**src/rtl/rr_shift_priority_arb.sv**
```systemverilog
// Round-robin arbiter with a registered grant slot and valid/ready handshake.
// The pick scans the request vector starting at a rotating pointer; accepted
// grants advance the pointer past the winner so every requester gets a turn.
module rr_shift_priority_arb #(
    parameter int N     = 64,
    parameter int PTR_W = $clog2(N),
    parameter int RR_EN = 1
) (
    input  logic             clk_i,
    input  logic             rst_i,
    input  logic [N-1:0]     valid_array_i,
    input  logic             ptr_ld_i,
    input  logic [PTR_W-1:0] ptr_ld_val_i,
    input  logic             grant_ready_i,
    output logic             grant_valid_o,
    output logic [PTR_W-1:0] grant_ptr_o,
    output logic [N-1:0]     grant_onehot_o,
    output logic [PTR_W-1:0] bottom_ptr_o
);

    typedef enum logic {
        ST_EMPTY = 1'b0,
        ST_FULL  = 1'b1
    } state_t;

    state_t           r_state;
    state_t           w_state_nxt;
    logic [PTR_W-1:0] r_grant_ptr;
    logic [PTR_W-1:0] r_bottom_ptr;

    logic             w_fire;
    logic             w_load;
    logic [N-1:0]     w_grant_onehot;
    logic [N-1:0]     w_req_eff;
    logic [2*N-1:0]   w_req_dbl;
    logic [N-1:0]     w_req_rot;
    logic [PTR_W-1:0] w_ptr_inc;
    logic [PTR_W-1:0] w_ptr_eff;
    logic [PTR_W-1:0] w_pick_off;
    logic [PTR_W-1:0] w_pick_idx;
    logic             w_pick_vld;

    assign w_fire         = (r_state == ST_FULL) && grant_ready_i;
    assign w_grant_onehot = (r_state == ST_FULL) ? (N'(1) << r_grant_ptr) : '0;
    assign w_ptr_inc      = r_grant_ptr + PTR_W'(1);

    // The index being accepted this cycle is masked so it cannot win again
    // immediately; the scan base jumps past it when rotation is enabled.
    assign w_req_eff = valid_array_i & ~(w_fire ? w_grant_onehot : '0);
    assign w_ptr_eff = (w_fire && (RR_EN != 0)) ? w_ptr_inc : r_bottom_ptr;

    // Rotating the doubled vector puts the scan base at bit 0, so the first
    // set bit of the low half is the winner's distance from the base.
    assign w_req_dbl  = {w_req_eff, w_req_eff} >> w_ptr_eff;
    assign w_req_rot  = w_req_dbl[N-1:0];
    assign w_pick_idx = w_ptr_eff + w_pick_off;

    // Priority encoder: lowest set bit of the rotated request vector.
    always_comb begin
        w_pick_vld = 1'b0;
        w_pick_off = '0;
        for (int k = N - 1; k >= 0; k--) begin
            if (w_req_rot[k]) begin
                w_pick_vld = 1'b1;
                w_pick_off = PTR_W'(k);
            end
        end
    end

    // Next-state and slot-load decision; a full slot only changes on accept.
    always_comb begin
        w_state_nxt = r_state;
        w_load      = 1'b0;
        case (r_state)
            ST_EMPTY: begin
                if (w_pick_vld) begin
                    w_load      = 1'b1;
                    w_state_nxt = ST_FULL;
                end
            end
            ST_FULL: begin
                if (w_fire) begin
                    if (w_pick_vld) begin
                        w_load = 1'b1;
                    end else begin
                        w_state_nxt = ST_EMPTY;
                    end
                end
            end
            default: begin
                w_state_nxt = ST_EMPTY;
            end
        endcase
    end

    // State register.
    always_ff @(posedge clk_i or posedge rst_i) begin
        if (rst_i) begin
            r_state <= ST_EMPTY;
        end else begin
            r_state <= w_state_nxt;
        end
    end

    // Grant slot: captures the winner when the slot is loaded.
    always_ff @(posedge clk_i or posedge rst_i) begin
        if (rst_i) begin
            r_grant_ptr <= '0;
        end else if (w_load) begin
            r_grant_ptr <= w_pick_idx;
        end
    end

    // Bottom pointer: an explicit load beats the round-robin advance.
    always_ff @(posedge clk_i or posedge rst_i) begin
        if (rst_i) begin
            r_bottom_ptr <= '0;
        end else if (ptr_ld_i) begin
            r_bottom_ptr <= ptr_ld_val_i;
        end else if (w_fire && (RR_EN != 0)) begin
            r_bottom_ptr <= w_ptr_inc;
        end
    end

    assign grant_valid_o  = (r_state == ST_FULL);
    assign grant_ptr_o    = r_grant_ptr;
    assign grant_onehot_o = w_grant_onehot;
    assign bottom_ptr_o   = r_bottom_ptr;

endmodule
```
**config.mk**
```make
export PLATFORM = sky130hd
export DESIGN_NAME = rr_shift_priority_arb
export DESIGN_NICKNAME = d
export VERILOG_FILES = /design/src/rtl/rr_shift_priority_arb.sv
export SDC_FILE = /design/constraint.sdc
export NUM_CORES = 1
export LEC_CHECK = 0
export ABC_CLOCK_PERIOD_IN_PS = 14300
export BUFFER_PORTS_ARGS = -buffer_cell sky130_fd_sc_hd__buf_4
export CAP_MARGIN = 10
export CORE_ASPECT_RATIO = 1.5
export CORE_MARGIN = 1
export CORE_UTILIZATION = 55
export CTS_CLUSTER_SIZE = 25
export DETAILED_ROUTE_END_ITERATION = 16
export PLACE_DENSITY = 0.88
export SKIP_LAST_GASP = 1
export SYNTH_ARGS = -nofsm -noshare
export SYNTH_HDL_FRONTEND = slang
export SYNTH_SLANG_ARGS = --single-unit
```
**constraint.sdc**
```tcl
create_clock -name clk_i -period 14.3 [get_ports clk_i]
set_clock_uncertainty 0.15 [all_clocks]
set_input_delay 0.715 -clock clk_i [delete_from_list [all_inputs] [get_ports clk_i]]
set_output_delay 0.715 -clock clk_i [all_outputs]
set_load 0.03 [all_outputs]
```
==> flow_summary.ini, run 1 <==
[global_route]
grt_pass1_wl_mm = 64.0
gr-total-overflow = 1
grt_use_total = 0.568
grt_pass1_vias = 11200
grt_start_max_net_pins = 64

[place]
dpl_cell_area_mm2 = 0.00891
portBuffers = 150
hpwl_mm = 32.8
dp_slack_ns = 6.68
gp_congestion = 1.13

[logic_synthesis]
yosysMostFrequentCell = nor2_1
synthCells = 1220
synth_area_mm2 = 0.00791
ys_top_cells_by_count = nor2_1 (165), o22ai_1 (112), o21ai_0 (105)
synth-seq-cells = 13
yosys_most_used_dff = dfrtp_1
synth-async-reset-ratio = 1.00
synth_cell_types = 91
synth_top_area_frac = 0.0886
seq_area_frac_synth = 0.0411
synth_nets = 1306
synthTopCellsByArea = o22ai_1 (8.9%), mux2i_1 (8.2%), nor2_1 (7.8%), o21ai_0 (6.6%), a21oi_1 (4.9%)
yosys_warnings = 0
avgSynthCellArea_um2 = 6.48
synth_edf_count = 0
synth_area_leader_cell = o22ai_1

[cts]
cts.sinks = 13
numCtsBuffers = 3
holdBufCountCts = 0
clockBufferDepth = 2
post_cts_resized = 0
cts-root-buf = clkbuf_16
post-cts-setup-buffers = 0
cts_max_level = 1

[floorplan]
start_util = 0.563
fp.dieW_um = 99.9
dieHeight_um = 149
rows = 53
ios = 151

[outcome]
tool.error = [ERROR GRT-0116] Global routing finished with congestion. Check the congestion regions in the DRC Viewer.
status = did not finish
flow.stopped_at = global routing
## through the flow
step	hold slack [ns]	std cells
after floorplan	0.442	1220
after global placement	0.526	1484
after detailed placement	0.541	1484
after CTS	0.362	1488
## cells by family after synthesis
group / count (synthesis) / share of synthesized area
AO/OA/AOI/OAI: 547 / 0.455
AND/OR/NAND/NOR: 436 / 0.277
buffers and inverters: 118 / 0.0780
multiplexers: 87 / 0.121
flip-flops: 13 / 0.0411
adder cells (fa/ha/maj): 12 / 0.0199
XOR/XNOR: 7 / 0.00775
## metal layers
metal / overflow / global-route usage
met5: 0 / 0
met4: 1 / 0.538
met3: 0 / 0.206
met2: 0 / 0.851
met1: 0 / 0.613
==> run 2, diff against run 1 <==
CORE_ASPECT_RATIO = not set   (was 1.5)
CORE_UTILIZATION = 40   (was 55)
CTS_CLUSTER_SIZE = not set   (was 25)
PLACE_DENSITY = not set   (was 0.88)
PLACE_DENSITY_LB_ADDON = 0.15   (was not set)
==> run 2 against run 1 <==
The flow now finishes without violations. Synthesized cell count unchanged. Synthesized area unchanged.
==> flow_summary.ini, run 2 <==
[outcome]
status = finished clean

[floorplan]
fp.dieW_um = 143
rows = 51
ios = 151
dieHeight_um = 143
die_area_mm2 = 0.0203
start_util = 0.408
core_mm2 = 0.0194

[critical_path]
cp.required_ns = 14.27
worstPathMaxFanout = 23
path_class = reg -> reg
end_kind = flip-flop
worstSetupStartpointType = flip-flop
cp_data_arrival_time_ns = 7.82

[power]
clkPwrFrac = 0.018
switchingPower_mw = 1.99
powerDensity_mw_per_mm2 = 320
p_leak_nw = 3.52
seqPwrFrac = 0.031
internal-power_mw = 0.932
pwr-share-comb = 0.951
peakVddDrop_mv = 0.165
switching_share = 0.681
power_mw = 2.92

[sta]
setup_viol = 0
tns_ns = 0
post-route-period-util = 0.549
slew_violations = 0
rsz0062_at_grt = false
max-slew-margin-rel = 0.0599
fmax_mhz = 127
fin_crit_ns = 7.85
tightest_slew_ns = 1.37
hold_slack_ns = 0.347
final_hold_viol_count = 0

[logic_synthesis]
yosysMostFrequentCell = nor2_1
ys_top_cells_by_count = nor2_1 (165), o22ai_1 (112), o21ai_0 (105)
synth_area_leader_cell = o22ai_1
synth_area_mm2 = 0.00791
synth_top_area_frac = 0.0886
yosys_warnings = 0
seq_area_frac_synth = 0.0411
synth_cell_types = 91
synth_edf_count = 0
avgSynthCellArea_um2 = 6.48
synthCells = 1220
synth_nets = 1306
synth-seq-cells = 13
synth-async-reset-ratio = 1.00
synthTopCellsByArea = o22ai_1 (8.9%), mux2i_1 (8.2%), nor2_1 (7.8%), o21ai_0 (6.6%), a21oi_1 (4.9%)
yosys_most_used_dff = dfrtp_1

[global_route]
antenna_found_initial = 1
grt_start_max_net_pins = 63
gr-total-overflow = 0
grt_pass1_vias = 9930
grt_pass1_wl_mm = 66.1
grt_use_total = 0.442

[layout]
layout_commonest_cell = buf_4
utilization = 0.471
final_net_count = 1389
area_growth_pct = 15.4
final_cell_mix = buf_4 (179), nor2_1 (164), o22ai_1 (112)
drive_above_1_share = 0.193

[route]
drcViolationCount = 0
via_per_inst = 7.19
drtPass1Iterations = 7
drtAntennaViolNets = 0
finalWirelength_mm = 46.3
wl_per_cell_um = 29.6
drtIter0Drc = 1805
vias = 11300

[place]
portBuffers = 150
hpwl_mm = 36.2
gp_congestion = 1.13

[cts]
numCtsBuffers = 3
cts_tree = yes
holdBufCountCts = 0
cts.sinks = 13
clockBufferDepth = 2
post-cts-setup-buffers = 0
cts-root-buf = clkbuf_16
insertion_delay_ns = 0.24
cts_max_level = 1
post_cts_resized = 0
path_clk_slew_ns = 0.04

[min_path]
min_path_type = in -> async

[flow_run]
maxCapViolCount = 0
[run 2: cell type report]
cell class	instances	area [µm²]
multi-input cells	1089	6980
fillers	2114	10300
diodes	1	2.50
repair buffers	179	1340
inverters	17	63.8
flip-flops and latches	13	325
well taps	265	332
clock buffers	4	78.8
[run 2: final timing paths]
| path | start | to | slack, ns | depth (start not counted) |
|---|---|---|---|---|
| worst max-delay path | grant_ptr_o[2]$_DFFE_PP0P_ | grant_ptr_o[4]$_DFFE_PP0P_ | 6.45 | 24 |
| worst min-delay path | rst_i | bottom_ptr_o[0]$_DFF_PP0_ | 0.35 | 2 |
| worst max register to register | grant_ptr_o[2]$_DFFE_PP0P_ | grant_ptr_o[4]$_DFFE_PP0P_ | 6.45 | 24 |
| worst min register to register | grant_ptr_o[1]$_DFFE_PP0P_ | grant_ptr_o[1]$_DFFE_PP0P_ | 0.56 | 2 |
| max in group asynchronous | rst_i | grant_ptr_o[5]$_DFFE_PP0P_ | 13.33 | 2 |
| min in group clk_i | ptr_ld_val_i[5] | bottom_ptr_o[5]$_DFF_PP0_ | 0.53 | 3 |
[run 2: kinds of logic after synthesis]
kind of cell | after synthesis | share of synthesized area
AOI/OAI and AO/OA | 547 | 0.455
DFF | 13 | 0.0411
muxes | 87 | 0.121
adders and majority gates | 12 | 0.0199
buffers and inverters | 118 | 0.0780
xor gates and xnor gates | 7 | 0.00775
and+or+nand+nor | 436 | 0.277
[run 2: power groups by stage]
stage	clock (mW)	sequential (mW)	combinational [mW]
after global placement	0	0.0895	2.64
after CTS	0.0536	0.0901	2.62
after detailed placement	0	0.0907	2.61
after floorplan	0	0.0889	1.76
final	0.0521	0.0912	2.78
after global routing	0.0553	0.0943	2.88
[run 2: worst max-delay path, cell delays in order, from the launching register on]
cell and delay [ns]:
dfrtp_1 0.71, inv_1 0.16, ha_1 0.35, nand3_2 0.11, nand2_1 0.09, buf_4 0.35, inv_2 0.33, a211oi_1 1.09
a32oi_1 0.48, nand4_1 0.44, nor2_1 0.11, a211oi_1 0.43, nor2_1 0.14, a2111oi_0 0.59, o211ai_1 0.24, a2111oi_0 0.36
or2_2 0.23, ha_1 0.19, inv_1 0.07, fa_1 0.47, inv_1 0.07, a21o_1 0.11, a21oi_1 0.07, xnor2_1 0.13
mux2_4 0.25
[run 2: through the flow]
| step | setup WS (ns) | area (µm²) | instances |
|---|---|---|---|
| floorplan | 8.41 | 7910 | 1220 |
| global route | 6.23 | 9130 | 1567 |
| global placement | 6.58 | 9050 | 1563 |
| CTS | 6.83 | 9130 | 1567 |
| detailed placement | 6.79 | 9050 | 1563 |
| finish | 6.45 | 9130 | 1568 |
[run 2: routing by layer]
layer / track usage / routed length [µm] / up-vias
met5: 0 / 0 / -
met4: 0.157 / 1900 / 0
met3: 0.121 / 5950 / 143
met2: 0.660 / 19800 / 868
met1: 0.603 / 18700 / 5287
li1: - / - / 4969
Power figures use the tool's default switching activity.
==> run 3, diff against run 2 <==
ABC_AREA = 1   (was not set)
ABC_CLOCK_PERIOD_IN_PS = 6400   (was 14300)
clock period = 6.4 ns   (was 14.3 ns; I/O delays follow)
==> run 3 against run 2 <==
The run now ends with negative setup slack left. Via count rose by 17%. Hold slack got worse by 0.21 ns. Final cell count rose by 44%. Routed wire length fell by 2.7%. Total power rose to 2.6 times the previous value. Combinational power rose to 2.7 times the previous value.
==> flow_summary.ini, run 3 <==
[outcome]
status = complete, but fails checks
failed_checks = negative setup slack

[place]
dpl_cell_area_mm2 = 0.0112
portBuffers = 150
gp_congestion = 1.02
hpwl_mm = 33.6

[logic_synthesis]
synth-simple-area-share = 0.640
synthCells = 1624
synth_area_mm2 = 0.00759
synth_top_area_frac = 0.349
synthTopCellsByArea = nand3_1 (35%), nand2_1 (23%), inv_1 (11%), o21ai_0 (7.8%), nor2_1 (4.4%)
seq_area_frac_synth = 0.0428
yosysMostFrequentCell = nand3_1
synth_cell_types = 35
synth_edf_count = 0
yosys_most_used_dff = dfrtp_1
ys_top_cells_by_count = nand3_1 (529), nand2_1 (456), inv_1 (218)
synth_adder_area_share = 0.0208
synth_nets = 1710
synth_compound_area_frac = 0.113
yosys_warnings = 0
avgSynthCellArea_um2 = 4.68
synthMuxAreaShare = 0.00395
synth_area_leader_cell = nand3_1
synth_top_family_by_area = simple AND/OR/NAND/NOR gates
synthXorXnorAreaFrac = 0.00692
synth-seq-cells = 13
synth-async-reset-ratio = 1.00

[route]
drcViolationCount = 0
finalWirelength_mm = 45.1
drtAntennaViolNets = 0
drtIter0Drc = 1805
wl_per_cell_um = 20.0
drtPass1Iterations = 6
vias = 13200
via_per_inst = 5.85

[critical_path]
r2r_cells = 83
path_class = reg -> reg
r2r-end = grant_ptr_o[5]$_DFFE_PP0P_
worstPathMaxFanout = 7
r2r_start = grant_ptr_o[0]$_DFFE_PP0P_
cpMostUsedCell = nand2_1
cp.required_ns = 6.37
cp_data_arrival_time_ns = 6.87
rrSetupSlack_ns = -0.49
worstSetupStartpointType = flip-flop
end_kind = flip-flop
cp_slowest_cell = dfrtp_2
worst_path_largest_cell_delay_ns = 0.45

[layout]
layout_commonest_cell = buf_4
area_growth_pct = 74.7
nFillCells = 1728
final_area_mm2 = 0.0133
drive_above_1_share = 0.391
seq_area_um2 = 329
utilization = 0.712
multi_input_area_mm2 = 0.00740
final_net_count = 2106
final_cell_mix = buf_4 (452), nand2_1 (426), nand3_1 (350)

[sta]
fmax_mhz = 145
rsz0062_at_grt = true
tns_ns = -1.57
slew_violations = 0
worst_slack_ns = -0.494
final_hold_viol_count = 0
max-slew-margin-rel = 0.554
post-route-period-util = 1.08
tightest_slew_ns = 0.662
setup_viol = 5
fin_crit_ns = 6.89

[floorplan]
dieHeight_um = 140
fp.dieW_um = 140
start_util = 0.407
ios = 151
core_mm2 = 0.0186
die_area_mm2 = 0.0195
rows = 50

[global_route]
grt_busiest_layer = met2
grtUsageMet1 = 0.555
grt_start_max_net_pins = 43
grt_pass1_vias = 11400
gr-total-overflow = 0
antenna_found_initial = 2
use_met3 = 0.0881
grt_pass1_wl_mm = 64.0
use_met2 = 0.667
grt_use_total = 0.423

[cts]
cts.sinks = 13
numCtsBuffers = 3
cts_max_level = 1
path_clk_slew_ns = 0.04
clockBufferDepth = 2
cts-root-buf = clkbuf_16
cts_tree = yes
insertion_delay_ns = 0.25

[min_path]
worstHoldStart = ptr_ld_val_i[4]
min_path_type = in -> reg
hold_end = bottom_ptr_o[4]$_DFF_PP0_
whs_path_depth = 3

[flow_run]
maxCapViolCount = 0

[power]
p_leak_nw = 7.26
powerDensity_mw_per_mm2 = 575
peakVddDrop_mv = 0.353
-- run 3: cell count changes after synthesis, moves of 35 or more --
cell     delta
a21oi_1    -72
buf_2      +35
inv_1     +205
mux2i_1    -62
nand2_1   +387
nand3_1   +485
nor2_1     -75
nor3_1     -57
o22ai_1   -112
-- run 3: layout make-up --
| cell class | count | area share |
|---|---|---|
| inverter | 220 | 0.0636 |
| tap | 234 | 0.0221 |
| timing repair buffer | 499 | 0.326 |
| antenna | 1 | 0.000189 |
| sequential | 13 | 0.0248 |
| multi-input combinational | 1283 | 0.558 |
| clock buffer | 4 | 0.00594 |
-- run 3: report_power, final --
part / internal [mW] / leakage [nW] / total, mW / switching (mW)
registers: 0.109 / 0.155 / 0.137 / 0.0280
logic: 2.94 / 7.06 / 7.37 / 4.43
clock network: 0.0841 / 0.0382 / 0.120 / 0.0359
total: 3.13 / 7.26 / 7.63 / 4.49
-- run 3: kinds of logic after synthesis --
group                      after synthesis
buffers and inverters                  328
adders and majority gates               12
muxes                                    3
AOI/OAI and AO/OA                      160
DFF                                     13
and+or+nand+nor                       1102
xor gates and xnor gates                 6
-- run 3: worst max-delay path, delay by kind of cell, from the launching register on --
family,cells,cell delay (ns)
xor+xnor,2,0.36
flops,1,0.45
compound gates,3,0.30
simple gates,74,4.79
buf+inv,2,0.29
fa+ha+maj,2,0.41
-- run 3: timing repair --
action | CTS | global route
pin swaps | 24 | 37
buffers inserted | 11 | 20
endpoints found under the hold margin | 13 | 0
cloned | 6 | 4
setup endpoints to repair | 5 | 6
hold buffers | 1 | 0
gates resized for setup | 175 | 177
-- run 3: worst max-delay path by stage --
stage	from	end	slack [ns]
floorplan	grant_ptr_o[2]$_DFFE_PP0P_	grant_ptr_o[4]$_DFFE_PP0P_	0.0002
global placement	grant_ptr_o[1]$_DFFE_PP0P_	grant_ptr_o[4]$_DFFE_PP0P_	-0.64
detailed placement	grant_ptr_o[0]$_DFFE_PP0P_	grant_ptr_o[4]$_DFFE_PP0P_	-0.71
CTS	grant_ptr_o[0]$_DFFE_PP0P_	grant_ptr_o[5]$_DFFE_PP0P_	-0.19
global route	grant_ptr_o[0]$_DFFE_PP0P_	grant_ptr_o[5]$_DFFE_PP0P_	-1.19
finish	grant_ptr_o[0]$_DFFE_PP0P_	grant_ptr_o[5]$_DFFE_PP0P_	-0.49
-- run 3: metrics by stage --
| step | instances | hold slack, ns | setup slack, ns | total power [mW] |
|---|---|---|---|---|
| global route | 2253 | 0.141 | -1.19 | 8.11 |
| global placement | 2209 | 0.241 | -0.637 | 6.03 |
| floorplan | 1624 | 0.0470 | 0.000187 | 3.46 |
| finish | 2254 | 0.139 | -0.494 | 7.63 |
| CTS | 2230 | 0.142 | -0.186 | 6.82 |
| detailed placement | 2209 | 0.252 | -0.711 | 6.06 |
-- run 3: layer usage --
metal / wire length [µm] / vias to the layer above
met4: 2630 / 2
li1: - / 6124
met2: 19400 / 816
met3: 5590 / 204
met1: 17500 / 6048
met5: 10 / -
